File: src/rtl/hilo_div_pkg.sv
// Shared defines for the HI/LO divider: FSM encoding, iteration count and
// the EX/MEM/WB forwarding-bus field positions for the HI/LO write fields.
package hilo_div_pkg;

    typedef enum logic [1:0] {
        DIV_IDLE    = 2'b00,
        DIV_BY_ZERO = 2'b01,
        DIV_ON      = 2'b10,
        DIV_END     = 2'b11
    } div_state_t;

    localparam int unsigned DIV_CYCLES_DEF = 32;

    localparam int unsigned FWD_W      = 104;
    localparam int unsigned FWD_HI_WE  = 103;
    localparam int unsigned FWD_HI_MSB = 102;
    localparam int unsigned FWD_HI_LSB = 71;
    localparam int unsigned FWD_LO_WE  = 70;
    localparam int unsigned FWD_LO_MSB = 69;
    localparam int unsigned FWD_LO_LSB = 38;

    function automatic logic [31:0] neg_if(input logic [31:0] v, input logic n);
        return n ? (~v + 32'd1) : v;
    endfunction

endpackage

File: src/rtl/hilo_div.sv
// Multi-cycle restoring divider for DIV/DIVU producing HI (remainder) and
// LO (quotient), one quotient bit per cycle, with flush and pipeline stall.
module hilo_div
    import hilo_div_pkg::*;
#(
    parameter int unsigned DIV_CYCLES = DIV_CYCLES_DEF
) (
    input  logic        clk,
    input  logic        resetn,
    input  logic        start_i,
    input  logic        signed_i,
    input  logic [31:0] opdata1_i,
    input  logic [31:0] opdata2_i,
    input  logic        annul_i,
    output logic        stall_o,
    output logic        ready_o,
    output logic        w_hi_we_o,
    output logic [31:0] w_hi_o,
    output logic        w_lo_we_o,
    output logic [31:0] w_lo_o
);

    div_state_t  state, state_next;
    logic [5:0]  cnt;
    logic [64:0] pr, pr_next;
    logic [33:0] diff;
    logic [31:0] divisor, raw_dvd, mag1, mag2;
    logic        neg_q, neg_r, accept, last;

    assign accept = (state == DIV_IDLE) && start_i && !annul_i;
    assign last   = (cnt == 6'(DIV_CYCLES - 1));
    assign mag1   = neg_if(opdata1_i, signed_i & opdata1_i[31]);
    assign mag2   = neg_if(opdata2_i, signed_i & opdata2_i[31]);

    // pr = {remainder[64:33], unconsumed dividend bits, quotient bits};
    // the minuend uses all 33 top bits so divisors above 2^31 stay exact.
    always_comb begin
        diff    = {1'b0, pr[64:32]} - {2'b00, divisor};
        pr_next = diff[33] ? {pr[63:0], 1'b0} : {diff[31:0], pr[31:0], 1'b1};
    end

    always_comb begin
        state_next = state;
        case (state)
            DIV_IDLE:    if (accept) state_next = (opdata2_i == '0) ? DIV_BY_ZERO : DIV_ON;
            DIV_BY_ZERO: state_next = annul_i ? DIV_IDLE : DIV_END;
            DIV_ON:      state_next = annul_i ? DIV_IDLE : (last ? DIV_END : DIV_ON);
            DIV_END:     state_next = DIV_IDLE;
            default:     state_next = DIV_IDLE;
        endcase
    end

    always_comb begin
        stall_o   = accept || (state == DIV_ON) || (state == DIV_BY_ZERO);
        ready_o   = (state == DIV_END);
        w_hi_we_o = (state == DIV_END);
        w_lo_we_o = (state == DIV_END);
    end

    always_ff @(posedge clk or negedge resetn) begin
        if (!resetn) state <= DIV_IDLE;
        else         state <= state_next;
    end

    always_ff @(posedge clk or negedge resetn) begin
        if (!resetn) begin
            cnt     <= '0;
            pr      <= '0;
            divisor <= '0;
            raw_dvd <= '0;
            neg_q   <= 1'b0;
            neg_r   <= 1'b0;
            w_hi_o  <= '0;
            w_lo_o  <= '0;
        end else if (accept) begin
            cnt     <= '0;
            pr      <= {32'd0, mag1, 1'b0};
            divisor <= mag2;
            raw_dvd <= opdata1_i;
            neg_q   <= signed_i & (opdata1_i[31] ^ opdata2_i[31]);
            neg_r   <= signed_i & opdata1_i[31];
        end else if (state == DIV_ON && !annul_i) begin
            pr  <= pr_next;
            cnt <= cnt + 6'd1;
            // Result is fixed up from the final step so it is valid during END.
            if (last) begin
                w_lo_o <= neg_if(pr_next[31:0], neg_q);
                w_hi_o <= neg_if(pr_next[64:33], neg_r);
            end
        end else if (state == DIV_BY_ZERO && !annul_i) begin
            w_lo_o <= '1;
            w_hi_o <= raw_dvd;
        end
    end

endmodule
File: config.mk
export PLATFORM = sky130hd
export DESIGN_NAME = hilo_div
export DESIGN_NICKNAME = d
export VERILOG_FILES = /design/src/rtl/hilo_div_pkg.sv /design/src/rtl/hilo_div.sv
export SDC_FILE = /design/constraint.sdc
export NUM_CORES = 1
export LEC_CHECK = 0
export BUFFER_PORTS_ARGS = -buffer_cell sky130_fd_sc_hd__buf_4
export CAP_MARGIN = 20
export CORE_MARGIN = 10
export CORE_UTILIZATION = 38
export CTS_CLUSTER_DIAMETER = 60
export DETAILED_ROUTE_END_ITERATION = 7
export PLACE_DENSITY = 0.57
export SYNTH_ARGS = -nofsm -noshare
export SYNTH_HDL_FRONTEND = slang
export SYNTH_SLANG_ARGS = --single-unit
File: constraint.sdc
create_clock -name clk -period 15.8 [get_ports clk]
set_input_delay 0 -clock clk [delete_from_list [all_inputs] [get_ports clk]]
set_output_delay 0 -clock clk [all_outputs]
set_load 0.02 [all_outputs]
==> qor.csv, run 1 <==
metric,value,unit
status,"complete, but fails checks",
violations,negative hold slack,
rsz0062_at_grt,no,
dpl.hpwl,30500,um
crit_required,16.21,ns
holdWs,-0.00965,ns
fmax,0.192,GHz
switching_share,37.4,%
setup_viol,0,
port_buffers,136,
placed_area,14600,um2
cellPowerDensity,116,nW/um2
yosysTopAreaCellShare,38.5,%
synth_seq_cells,203,
diodes,0,
clock_power_share,29.7,%
path_max_fanout,8,
drt_iter0_drc,822,
final_common_cell,nand2_1,
regArea,5080,um2
core,34500,um2
gp_congestion,0.876,
min_path_type,input pin to asynchronous set/reset pin,
synth_cells,1671,
end_kind,flip-flop,
synthesis.nets,1778,
internal_power,1180,uW
synth_edf_count,0,
dp_cells,2187,
multi_input_area,7620,um2
dr.pass1.iters,6,
die_w,206,um
finalCritPeriodShare,33.0,%
grt_pass1_vias,12582,
vdd.ir_drop.worst,0.0938,mV
root_buffer,clkbuf_16,
r2r_cells,16,
fin_worst_skew,0.0126,ns
route.detailed.drc,0,
placementRows,68,
start_util,38.3,%
yosysTopAreaCell,dfrtp_1,
ant_nets,0,
fill_cells,3417,
crit_type,flip-flop to flip-flop,
max-cap-violations,0,
p_sw,705,uW
finalSetupTns,0,ns
maxSlewViolCount,0,
numCtsBuffers,26,
worstSetupStartpointType,flip-flop,
mostFrequentLayoutCells,"nand2_1, dfrtp_1, nor2_1, buf_4, o21ai_0",
fin_crit,5.22,ns
ys_seq_area_share,38.5,%
wirelength,41900,um
seq_power_share,34.9,%
clk_latency,0.54,ns
cp.arrival,5.63,ns
netlist_area,13200,um2
nets,1946,
stdcell_area,16200,um2
ys.flop_type,dfrtp_1,
drive_above_1_share,11.8,%
grt.total_usage,19.4,%
die_y,206,um
r2r_slack,10.58,ns
ys_async_sr_fraction,100,%
cts_sinks,203,
ctsResizeCount,0,
syn2layout_area_growth,22.8,%
die_area,42600,um2
htreeDepth,1,
antenna_found_initial,0,
cts.path.max_buffers,3,
syn_avg_cell_area,7.91,um2
wl_per_cell,18.1,um
p_comb_share,35.3,%
ys_types,72,
hold_viol,9,
routed_via_density,5.41,
ys_warn_count,0,
vias,12515,
cts_tree,built,
cts.reportedPaths.clkPinSlew,0.06,ns
synth.area.top_cells,"dfrtp_1, nand2_1, o21ai_0, xor2_1, a21oi_1",
overflow,0,
final_cells,2313,
p_leak,0.00722,uW
grt_pass1_wl,67900,um
grt_max_degree,96,
worstMarginPinSlew,1.01,ns
relSlewSlack,32.7,%
ios,137,
==> synthesized netlist by cell type (all sizes together) (16+ instances only) <==
master  instances
nand2         342
dfrtp         203
nor2          166
o21ai         144
a21oi         129
xor2           81
clkbuf         72
xnor2          59
inv            53
a31oi          45
ha             37
nor3           31
o31ai          26
or3            25
o211ai         21
nand3          18
buf            16
==> layer usage <==
metal	part of all wire (%)	wire length, um	track usage, %	vias up
li1	-	-	-	6139
met1	46	19300	26.5	6047
met2	48	19900	32.1	288
met3	4.9	2040	2.57	41
met4	1.5	645	4.27	0
met5	0	0	0	-
==> registers in the layout (all words and copies together) (netlist names) <==
register  cells
neg_r         1
cnt           6
pr           65
w_lo_o       32
w_hi_o       32
neg_q         1
state         2
divisor      32
raw_dvd      32
==> layout make-up <==
type	instances	area share, %
Clock inverter	10	0.424
Timing Repair Buffer	228	11.9
Multi-Input combinational cell	1326	47.0
Sequential cell	203	31.3
Tap cell	455	3.51
Clock buffer	37	4.58
Inverter	54	1.25
==> path summary, 6_finish.rpt <==
check                                    from           to
worst max-delay path                   pr[48]   w_lo_o[28]
worst min-delay path                   resetn  divisor[21]
worst max register to register         pr[48]   w_lo_o[28]
worst min register to register    raw_dvd[12]  raw_dvd[12]
max in group asynchronous              resetn       pr[28]
min in group clk                opdata1_i[26]  raw_dvd[26]
==> power groups by stage <==
stage	sequential [uW]	combinational [uW]	clock [uW]
2_1_floorplan	658	450	0
3_3_place_gp	667	636	0
3_5_place_dp	670	640	0
4_1_cts	661	661	575
5_1_grt	670	748	599
6_report	659	666	561
==> timing repair <==
item,in CTS,in global routing
hold buffers,78,0
endpoints found under the hold margin,157,0
buffers inserted,0,0
==> worst max-delay path, stage by stage (launching register included) <==
cell and delay, ns:
dfrtp_1 0.42, ha_1 0.42, a21oi_1 0.27, o21ai_0 0.29, nor2_1 0.23, a311o_1 0.38
nand2_1 0.13, clkinv_1 0.10, ha_1 0.16, or2b_2 0.38, or4_4 0.54, or4_4 0.51
or2_1 0.27, or4_4 0.45, o31ai_1 0.27, xor2_1 0.19, a21oi_1 0.08
==> metrics by stage <==
step | total power, uW | utilization [%] | hold slack [ns] | worst slack, ns
detailed placement | 1310 | 42.4 | 0.0191 | 10.70
global placement | 1300 | 42.4 | 0.0106 | 10.75
floorplan | 1110 | - | -0.296 | 10.52
finish | 1890 | 47.1 | -0.00965 | 10.58
global route | 2020 | 47.1 | 0.0444 | 10.35
CTS | 1900 | 47.0 | 0.0123 | 10.68
==> logic make-up after synthesis <==
group	synth area share (%)
adder cells (fa/ha/maj)	3.66
multiplexers	1.16
AO/OA/AOI/OAI	20.3
AND/OR/NAND/NOR	23.0
XOR/XNOR	9.28
flip-flops	38.5
buffers and inverters	4.12
Note: power is estimated with default switching activity, not from simulation.
==> inputs of run 2 (changes only) <==
Settings changed: PLACE_DENSITY 0.57 to 0.59.
Clock period 15.8 ns to 4.78 ns, I/O delays scaled along.
==> run 2 against run 1 <==
Net effect:
- critical path type unchanged
- sequential cell count unchanged
- clock-buffer cell count down 1
- combinational power rose to 3.5 times the previous value
- largest cell class unchanged
- the run now ends clean
- clock skew down 0.0021 ns
==> qor.csv, run 2 (same netlist as run 1, synthesis figures left out) <==
metric,value,unit,change
status,"complete, no violations",,
final_util,48.6,%,+1.6 points
placementRows,68,,unchanged
min_path_type,input pin to asynchronous set/reset pin,,
cp.arrival,5.01,ns,-0.62 ns
worstMarginPinSlew,1.14,ns,+0.131 ns
hold_viol,0,,-9
antenna_found_initial,1,,+1
core,34500,um2,unchanged
start_util,38.3,%,unchanged
diodes,0,,unchanged
cts_tree,built,,
wl_per_cell,18.0,um,-0.53%
cts.path.max_buffers,3,,unchanged
largest_register_ffs,65,,unchanged
overflow,0,,unchanged
rsz0062_at_grt,no,,
clk_latency,0.55,ns,about the same
path_max_fanout,7,,-1
grt_pass1_wl,67500,um,-0.62%
relSlewSlack,24.1,%,-8.6 points
maxSlewViolCount,0,,unchanged
largest-register,pr,,
fmax,0.217,GHz,+13%
worstSetupStartpointType,flip-flop,,
vias,12668,,+1.2%
grt_max_degree,159,,+66%
htreeDepth,1,,unchanged
r2r_end,w_lo_o[30],,
place_ws,0.0890,ns,-10.61 ns
mostFrequentLayoutCells,"nand2_1, dfrtp_1, buf_4, nor2_1, o21ai_0",,
vdd.ir_drop.worst,0.269,mV,+190%
p_leak,0.00744,uW,+3.1%
ios,137,,unchanged
wirelength,42300,um,+0.97%
die_w,206,um,unchanged
fin_worst_skew,0.0106,ns,-0.00206 ns
dp_cells,2216,,+1.3%
grt.total_usage,19.4,%,about the same
ant_nets,0,,unchanged
nets,1980,,+1.7%
final_cells,2348,,+1.5%
cts_sinks,203,,unchanged
r2r_cells,16,,unchanged
max-cap-violations,0,,unchanged
dpl.hpwl,30700,um,+0.56%
cellPowerDensity,396,nW/um2,+240%
crit_type,flip-flop to flip-flop,,
drt_iter0_drc,962,,+17%
drive_above_1_share,14.9,%,+3.1 points
finalCritPeriodShare,96.4,%,+63 points
die_area,42600,um2,unchanged
reg2reg_from,pr[36],,
syn2layout_area_growth,26.8,%,
route.detailed.drc,0,,unchanged
crit_required,5.19,ns,-11.02 ns
holdWs,0.0223,ns,+0.0319 ns
dr.pass1.iters,6,,unchanged
cts.reportedPaths.clkPinSlew,0.06,ns,about the same
grt_pass1_vias,12504,,-0.62%
numCtsBuffers,28,,+7.7%
end_kind,flip-flop,,
port_buffers,136,,unchanged
die_y,206,um,unchanged
setup_viol,0,,unchanged
worst_slack,0.174,ns,-10.41 ns
fin_crit,4.61,ns,-0.612 ns
root_buffer,clkbuf_16,,
r2r_slack,0.17,ns,-10.41 ns
routed_via_density,5.40,,-0.29%
final_common_cell,nand2_1,,
gp_congestion,0.925,,+5.6%
[run 2: cell types whose count changed in the layout (fill, tap and decap cells not counted), sizes merged]
cell         before  now
buf             149  180
inv              54   57
clkinv           10    6
clkbuf           38   37
bufinv            0    2
clkinvlp          0    3
dlygate4sd3      78   79
[run 2: area by class of cell]
| cell class | count | area, um2 |
|---|---|---|
| Clock buffer | 36 | 802 |
| Clock inverter | 14 | 149 |
| Sequential cell | 203 | 5080 |
| Inverter | 54 | 208 |
| Fill cell | 3343 | 17700 |
| Multi-Input combinational cell | 1326 | 7740 |
| Tap cell | 455 | 569 |
| Timing Repair Buffer | 260 | 2210 |
[run 2: through the flow]
step | instance area (um2) | setup TNS, ns | power, uW
2_1_floorplan | 13300 | -0.0125 | 3680
3_3_place_gp | 14900 | 0 | 4400
3_5_place_dp | 14900 | 0 | 4420
4_1_cts | 16600 | 0 | 6620
5_1_grt | 16800 | 0 | 7040
6_report | 16800 | 0 | 6640
[run 2: repair_timing]
item / 4_1_cts / 5_1_grt
hold buffers: 80 / 0
buffers inserted: 0 / 2
setup endpoints to repair: 0 / 5
hold endpoints to repair: 254 / 0
gates resized for setup: 0 / 20
[run 2: metal layers]
metal | track usage [%] | vias up | part of all wire (%) | wire (um)
li1 | - | 6212 | - | -
met1 | 26.3 | 6085 | 46 | 19600
met2 | 31.7 | 305 | 46 | 19500
met3 | 2.65 | 66 | 4.9 | 2080
met4 | 5.45 | 0 | 2.4 | 1030
met5 | 0 | - | 0 | 0
[run 2: power breakdown]
part           switching [uW]  internal (uW)  total [uW]
Clock                     830           1300        2130
Combinational            1360            962        2320
Sequential                239           1950        2190
[run 2: worst max-delay path by stage]
| stage | from | endpoint | slack [ns] |
|---|---|---|---|
| after detailed placement | pr[49] | w_hi_o[31] | 0.09 |
| after CTS | pr[49] | w_hi_o[31] | 0.09 |
| after floorplan | pr[33] | w_lo_o[30] | -0.01 |
| final | pr[36] | w_lo_o[30] | 0.17 |
| after global routing | divisor[1] | w_lo_o[30] | 0.002 |
| after global placement | divisor[1] | w_lo_o[30] | 0.15 |
[run 2: worst max-delay path, cell delays in order (launching register included)]
cell,delay [ns]
dfrtp_1,0.42
ha_1,0.41
o211a_1,0.19
o31ai_2,0.08
a2111o_1,0.27
a311o_1,0.22
nand2_2,0.10
clkinv_4,0.07
ha_1,0.15
or2b_4,0.31
or4_4,0.52
or4_4,0.52
or2_4,0.27
or4_4,0.46
o31ai_4,0.24
xor2_1,0.16
a21oi_1,0.09
